[config.mk]
export PLATFORM = sky130hd
export DESIGN_NAME = tt_um_serial_sub4_flat
export DESIGN_NICKNAME = d
export VERILOG_FILES = /design/src/rtl/tt_um_serial_sub4_if.sv /design/src/rtl/tt_um_serial_sub4.sv /design/src/flat_wrapper.sv
export SDC_FILE = /design/constraint.sdc
export NUM_CORES = 1
export LEC_CHECK = 0
export BUFFER_PORTS_ARGS = -buffer_cell sky130_fd_sc_hd__buf_2
export CAP_MARGIN = 25
export CORE_MARGIN = 3
export CORE_UTILIZATION = 48
export DETAILED_ROUTE_END_ITERATION = 10
export PLACE_DENSITY_LB_ADDON = 0.25
export SKIP_LAST_GASP = 1
export SLEW_MARGIN = 40
export SYNTH_ARGS = -nofsm -noshare
export SYNTH_HDL_FRONTEND = slang
export SYNTH_SLANG_ARGS = --single-unit
[constraint.sdc]
create_clock -name clk -period 1.8 [get_ports clk]
set_clock_uncertainty 0.1 [all_clocks]
set_input_delay 0.27 -clock clk [delete_from_list [all_inputs] [get_ports clk]]
set_output_delay 0.27 -clock clk [all_outputs]
set_load 0.03 [all_outputs]
[src/rtl/tt_um_serial_sub4_if.sv]
// Tiny Tapeout pin bundle for the serial subtractor tile.
// The slave side is the tile; the master side is whatever drives the pads.
interface tt_um_serial_sub4_if;
  logic [7:0] ui_in;
  logic [7:0] uio_in;
  logic [7:0] uo_out;
  logic [7:0] uio_out;
  logic [7:0] uio_oe;
  logic       ena;

  modport master (
    output ui_in,
    output uio_in,
    output ena,
    input  uo_out,
    input  uio_out,
    input  uio_oe
  );

  modport slave (
    input  ui_in,
    input  uio_in,
    input  ena,
    output uo_out,
    output uio_out,
    output uio_oe
  );
endinterface

[src/rtl/tt_um_serial_sub4.sv]
// Bit-serial 4-bit subtractor: recovers B = {C4,S} - A one bit per clock, LSB first,
// under a start/busy/done handshake, and flags differences no 4-bit B could produce.
module tt_um_serial_sub4 (
  input  logic                clk,
  input  logic                rst,
  tt_um_serial_sub4_if.slave  tt_io
);

  typedef enum logic [1:0] {
    ST_IDLE = 2'd0,
    ST_RUN  = 2'd1,
    ST_DONE = 2'd2
  } state_e;

  state_e      state_q, state_d;
  logic [4:0]  m_q, m_d;
  logic [4:0]  a_q, a_d;
  logic [4:0]  diff_q, diff_d;
  logic        borrow_q, borrow_d;
  logic [2:0]  cnt_q, cnt_d;
  logic [3:0]  b_q, b_d;
  logic        err_q, err_d;
  logic        busy_q, busy_d;
  logic        done_q, done_d;

  logic        start_s;
  logic        last_s;
  logic        load_s;
  logic        shift_s;
  logic        finish_s;
  logic        d_bit_s;
  logic        borrow_nx_s;
  logic        unused_s;

  assign start_s     = tt_io.uio_in[1];
  assign last_s      = (cnt_q == 3'd4);
  assign d_bit_s     = m_q[0] ^ a_q[0] ^ borrow_q;
  assign borrow_nx_s = (~m_q[0] & a_q[0]) | (~(m_q[0] ^ a_q[0]) & borrow_q);
  assign unused_s    = &{1'b0, tt_io.ena, tt_io.uio_in[7:2]};

  // State register, datapath registers and registered handshake outputs
  always_ff @(posedge clk) begin
    if (rst) begin
      state_q  <= ST_IDLE;
      m_q      <= 5'd0;
      a_q      <= 5'd0;
      diff_q   <= 5'd0;
      borrow_q <= 1'b0;
      cnt_q    <= 3'd0;
      b_q      <= 4'd0;
      err_q    <= 1'b0;
      busy_q   <= 1'b0;
      done_q   <= 1'b0;
    end else begin
      state_q  <= state_d;
      m_q      <= m_d;
      a_q      <= a_d;
      diff_q   <= diff_d;
      borrow_q <= borrow_d;
      cnt_q    <= cnt_d;
      b_q      <= b_d;
      err_q    <= err_d;
      busy_q   <= busy_d;
      done_q   <= done_d;
    end
  end

  // Next-state logic; start is only honoured outside RUN
  always_comb begin
    state_d = state_q;
    case (state_q)
      ST_IDLE: begin
        if (start_s) state_d = ST_RUN;
        else         state_d = ST_IDLE;
      end
      ST_RUN: begin
        if (last_s) state_d = ST_DONE;
        else        state_d = ST_RUN;
      end
      ST_DONE: begin
        if (start_s) state_d = ST_RUN;
        else         state_d = ST_IDLE;
      end
      default: state_d = ST_IDLE;
    endcase
  end

  // Output/control decode; busy/done are registered from the next state
  always_comb begin
    load_s   = 1'b0;
    shift_s  = 1'b0;
    finish_s = 1'b0;
    case (state_q)
      ST_IDLE: begin
        if (start_s) load_s = 1'b1;
        else         load_s = 1'b0;
      end
      ST_RUN: begin
        shift_s = 1'b1;
        if (last_s) finish_s = 1'b1;
        else        finish_s = 1'b0;
      end
      ST_DONE: begin
        if (start_s) load_s = 1'b1;
        else         load_s = 1'b0;
      end
      default: begin
        load_s   = 1'b0;
        shift_s  = 1'b0;
        finish_s = 1'b0;
      end
    endcase
    busy_d = (state_d == ST_RUN);
    done_d = (state_d == ST_DONE);
  end

  // Shift datapath; the result register fills from the MSB so bit 0 lands last at D[0]
  always_comb begin
    m_d      = m_q;
    a_d      = a_q;
    diff_d   = diff_q;
    borrow_d = borrow_q;
    cnt_d    = cnt_q;
    b_d      = b_q;
    err_d    = err_q;
    if (load_s) begin
      m_d      = {tt_io.uio_in[0], tt_io.ui_in[7:4]};
      a_d      = {1'b0, tt_io.ui_in[3:0]};
      diff_d   = 5'd0;
      borrow_d = 1'b0;
      cnt_d    = 3'd0;
    end else if (shift_s) begin
      m_d      = {1'b0, m_q[4:1]};
      a_d      = {1'b0, a_q[4:1]};
      diff_d   = {d_bit_s, diff_q[4:1]};
      borrow_d = borrow_nx_s;
      cnt_d    = cnt_q + 3'd1;
    end else begin
      cnt_d    = cnt_q;
    end
    // On the fifth bit, diff_q[4:1] is the low nibble of the completed difference
    if (finish_s) begin
      b_d   = diff_q[4:1];
      err_d = borrow_nx_s | d_bit_s;
    end else begin
      b_d   = b_q;
      err_d = err_q;
    end
  end

  assign tt_io.uo_out  = {1'b0, err_q, done_q, busy_q, b_q};
  assign tt_io.uio_out = 8'h00;
  assign tt_io.uio_oe  = 8'h00;

endmodule

[src/flat_wrapper.sv]
// flat-port wrapper written by rule: the top's interface ports become plain ports
module tt_um_serial_sub4_flat 
  (clk, rst, tt_io_ui_in, tt_io_uio_in, tt_io_ena, tt_io_uo_out, tt_io_uio_out, tt_io_uio_oe);
  tt_um_serial_sub4_if tt_io_i ();
  input  logic clk;
  input  logic rst;
  input wire logic [$bits(tt_io_i.ui_in)-1:0] tt_io_ui_in;
  input wire logic [$bits(tt_io_i.uio_in)-1:0] tt_io_uio_in;
  input wire logic [$bits(tt_io_i.ena)-1:0] tt_io_ena;
  output wire logic [$bits(tt_io_i.uo_out)-1:0] tt_io_uo_out;
  output wire logic [$bits(tt_io_i.uio_out)-1:0] tt_io_uio_out;
  output wire logic [$bits(tt_io_i.uio_oe)-1:0] tt_io_uio_oe;
  assign tt_io_i.ui_in = tt_io_ui_in;
  assign tt_io_i.uio_in = tt_io_uio_in;
  assign tt_io_i.ena = tt_io_ena;
  assign tt_io_uo_out = tt_io_i.uo_out;
  assign tt_io_uio_out = tt_io_i.uio_out;
  assign tt_io_uio_oe = tt_io_i.uio_oe;
  tt_um_serial_sub4 u_core (.clk(clk), .rst(rst), .tt_io(tt_io_i));
endmodule
### Word level (Yosys, flattened, before mapping)

Cells that the tools add are included.

| cells by class | value |
|---|---|
| add/sub/neg operators | 1 |
| equal/unequal tests | 5 |
| multiplexer cells | 12 |
| bitwise operators | 8 |
| reduce and logical (&&, ||, !) cells | 4 |

Operators with widths:

| cell | number |
|---|---|
| 5-bit two-way mux | 2 |
| 4-bit two-way mux | 2 |
| 1-bit two-way mux | 6 |
| 2-bit by 1-bit equality test with 1-bit output (second input constant) | 2 |
| 2-bit equality test (second input constant) | 2 |
| 2-bit case mux with 2 select lines | 1 |
| 2-bit OR reduction | 2 |
| 3-bit by 1-bit adder with 3-bit output (second input constant) | 1 |
| 3-bit equality test (second input constant) | 1 |
| 1-bit bitwise AND | 2 |
| 2-bit zero test | 1 |
| 2-bit two-way mux | 1 |
| 1-bit inverter | 2 |
| 1-bit bitwise OR | 2 |
| 2-bit nonzero test | 1 |
| 1-bit bitwise XOR | 2 |

| storage, ports and cells | value |
|---|---|
| register bits after elaboration | 27 |

### Longest topological paths before layout

| depth | value |
|---|---|
| depth after elaboration | 5 |
| depth in mapped cells | 5 |
| depth with buffers taken out | 5 |

### Worst setup path before layout

Ideal clock, no wire load.

| timing path | value |
|---|---|
| path kind | register to register |
| start | register u_core.a_q[0] |
| end | register u_core.err_q |
| arrival time | 1.060 ns |
| required time | 1.568 ns |
| setup slack | 0.509 ns |
| stages on the path, launching flop included | 5 |
| path buffers | 0 |
| cell sequence | dfxtp_1 -> inv_1 -> fa_1 -> nor3b_1 -> nor3_1 |

RTL lines:

| what | line | source |
|---|---|---|
| start, declared | tt_um_serial_sub4.sv:17 | `logic [4:0] a_q, a_d;` |
| start signal, assigned | tt_um_serial_sub4.sv:46 | `a_q <= 5'd0;` |
| start signal, assigned | tt_um_serial_sub4.sv:57 | `a_q <= a_d;` |
| 1-bit bitwise XOR (2 in a row) | tt_um_serial_sub4.sv:37 | `assign d_bit_s = m_q[0] ^ a_q[0] ^ borrow_q;` |
| named net u_core.d_bit_s | tt_um_serial_sub4.sv:31 | `logic d_bit_s;` |
| 1-bit bitwise OR | tt_um_serial_sub4.sv:144 | `err_d = borrow_nx_s \| d_bit_s;` |
| end signal, assigned | tt_um_serial_sub4.sv:62 | `err_q <= err_d;` |
| end, declared | tt_um_serial_sub4.sv:22 | `logic err_q, err_d;` |

The timed path passes the listed nets, and every way through them passes these cells.
A chain may end at the register's enable or synchronous reset.

### Worst setup path after layout

| timing path | value |
|---|---|
| start | register u_core.state_q[0] |
| end | register u_core.m_q[3] |

| on the way | value |
|---|---|
| longest elaborated chain between the ends | 4 |

RTL lines:

| what | line | source |
|---|---|---|
| start, declared | tt_um_serial_sub4.sv:15 | `state_e state_q, state_d;` |
| start signal, assigned | tt_um_serial_sub4.sv:55 | `state_q <= state_d;` |
| 2-bit equality test or 2-bit zero test (tied branches) | tt_um_serial_sub4.sv:93 | `case (state_q)` |
| 2-bit OR reduction (no line) | - |  |
| 1-bit two-way mux | - |  |
| 5-bit two-way mux or 2-bit nonzero test (tied branches) | - |  |
| end signal, assigned | tt_um_serial_sub4.sv:56 | `m_q <= m_d;` |
| end, declared | tt_um_serial_sub4.sv:16 | `logic [4:0] m_q, m_d;` |

Several ways; a longest one is shown, not always the timed one.

==> run metrics <==
status=finished clean; diodes inserted=0; Sink Count=26; core area=0.00230 mm2; CTS tree=done; DP Area=0.00121 mm2; detailed-route DRC error count=0; Rows=17; pwr dens=855 mW/mm2; YS warnings=0; num ports=43; GPL Wtd Cong=0.709; die width=56.2 um; Setup violations, final=0; Die Ht=56.2 um; Setup CP Type=reg -> reg; Slew Viols, Final=0; fill count=233; initial core utilization=0.527; Crit path max-delay family=simple AND/OR/NAND/NOR gates; Setup Buffers After CTS=0; grt peak-use layer=met2; layout cells sized above 1=0.179; Detailed Route WL=1950 um; hold bufs inserted after CTS=0; Buf+Inv Stages, Crit Path=0; worst vdd ir=0.513 mV; Via Count=836; clk root buf=clkbuf_4; register area share after synthesis=0.430; GR Util met3=0.0418; H-tree Lvls=1; CTS buffer count=3; Least-Margin Pin Slew=0.510 ns; clk slew on worst S/H paths=0.14 ns; largest net degree at the start of global routing=19; CP required=1.93 ns; ANT nets after route=0; Wirelength per Cell=10.9 um; critical path arrival=1.60 ns; Layout area overhead=3.10%; # resized after CTS=0; Bufs on Longest Clock Path=2; Final #Nets=174; Synth Register Bits=26; drt initial violations=14; final hold viol count=0; Mapped Area=0.00121 mm2; PortBufs=18; Via density=4.67; initial antenna violation count=0; startpoint types=register; clk_lat worst skew=0.32 ns; RSZ-0062 raised after global routing=false; Synth Instances=138; Worst setup EP type=register; final period utilization=0.820; static leakage=0.555 nW; die area=0.00316 mm2; syn_area_per_cell=8.77 um2; f_max=678 MHz; setup tns final=0 ns; GR Util met2=0.209; cell area after layout=0.00125 mm2; drt pass-1 iters=3; slew margin rel.=0.660; CP max stage delay=0.45 ns; Max FO, Critical Path=13; number of distinct library cells after synthesis=26; post-layout min period=1.48 ns; Worst path slowest cell=dfxtp_1; wire length of the first global-routing pass=3090 um; CP cell instances=and2b_1 > nand2_1 > a311oi_1; grt ovf=0; MaxCap Viol Count=0; DP HPWL=1430 um; vias in the first global route=707; GRT met1 Usage=0.150; Hold/Removal Path Class=in -> reg; GRT Resource Usage Total=0.123
cells in the final DEF (no fill, tap or decap):
cell / n
dfxtp_1: 26
nand2_1: 25
buf_2: 18
conb_1: 17
nor2_1: 16
a21oi_1: 8
a311oi_1: 6
mux2i_1: 6
inv_1: 4
nor3_1: 3
clkbuf_4: 3
nor2b_1: 2
nand2b_1: 2
ha_1: 2
buf_4: 2
and2b_1: 1
nand2b_2: 1
a22oi_1: 1
nand3_1: 1
nand4b_2: 1
nor3b_1: 1
nand3b_1: 1
xor2_1: 1
a211oi_2: 1
fa_1: 1
clkbuf_8: 1
logic make-up (layout without fill, tap and decap cells):
group,after synthesis,after routing,synth area share
AOI/OAI and AO/OA,16,16,0.0931
xor gates and xnor gates,1,1,0.00724
adders and majority gates,3,3,0.0372
buffers and inverters,31,28,0.177
DFF,26,26,0.430
muxes,6,6,0.0496
other,1,17,0.00310
and+or+nand+nor,54,54,0.203
worst register-to-register path: stages, from the launching register on:
cell and delay [ns]:
dfxtp_1 0.45, and2b_1 0.44, nand2_1 0.10, a311oi_1 0.29
cells in the mapped netlist (all sizes together):
master,number,area share
buf,27,0.16
dfxtp,26,0.43
nand2,25,0.078
nor2,16,0.050
a21oi,8,0.033
a311oi,6,0.043
mux2i,6,0.050
inv,4,0.012
nand2b,3,0.018
nor3,3,0.012
ha,2,0.021
nor2b,2,0.010
a211oi,1,0.010
a22oi,1,0.0062
and2b,1,0.0062
conb,1,0.0031
fa,1,0.017
nand3,1,0.0041
nand3b,1,0.0062
nand4b,1,0.012
nor3b,1,0.0062
xor2,1,0.0072
worst paths after layout:
| kind | startpoint | end | slack [ns] | depth (start not counted) |
|---|---|---|---|---|
| hold reg to reg | u_core.a_q[0] | u_core.a_q[0] | 0.37 | 2 |
| setup / recovery | u_core.state_q[0] | u_core.m_q[3] | 0.32 | 3 |
| hold / removal | tt_io_ui_in[5] | u_core.m_q[1] | 0.12 | 3 |
| setup reg to reg | u_core.state_q[0] | u_core.m_q[3] | 0.32 | 3 |
per-stage QoR:
stage	instances	utilization	total power, W	hold WS (ns)	worst slack (ns)
floorplan	154	-	0.000794	0.336	0.509
global placement	175	0.527	0.000785	0.347	0.389
detailed placement	175	0.527	0.000790	0.360	0.349
CTS	179	0.543	0.00108	0.111	0.301
global route	179	0.543	0.00112	0.116	0.157
finish	179	0.543	0.00107	0.123	0.324
flip-flops by register name, indices dropped and copies added, names as in the netlist:
| register | cells |
|---|---|
| u_core.a_q | 4 |
| u_core.b_q | 4 |
| u_core.borrow_q | 1 |
| u_core.busy_q | 1 |
| u_core.cnt_q | 3 |
| u_core.diff_q | 4 |
| u_core.done_q | 1 |
| u_core.err_q | 1 |
| u_core.m_q | 5 |
| u_core.state_q | 2 |
power breakdown:
| part | switching, W | internal [W] |
|---|---|---|
| sequential | 0.0000145 | 0.000600 |
| clock | 0.000166 | 0.000124 |
| combinational | 0.000117 | 0.0000447 |
final cells by class:
| cell class | count | area [um2] | area share |
|---|---|---|---|
| multi-input combinational | 97 | 536 | 0.429 |
| sequential | 26 | 520 | 0.417 |
| timing repair buffer | 20 | 105 | 0.0843 |
| clock buffer | 4 | 36.3 | 0.0291 |
| tap | 28 | 35.0 | 0.0281 |
| inverter | 4 | 15.0 | 0.0120 |
routing by layer:
metal  share of wire  wire (um)
met1            0.46        896
met5               0          0
met3           0.062        120
met4          0.0087         17
met2            0.47        912
Note: power is estimated with default switching activity, not from simulation.
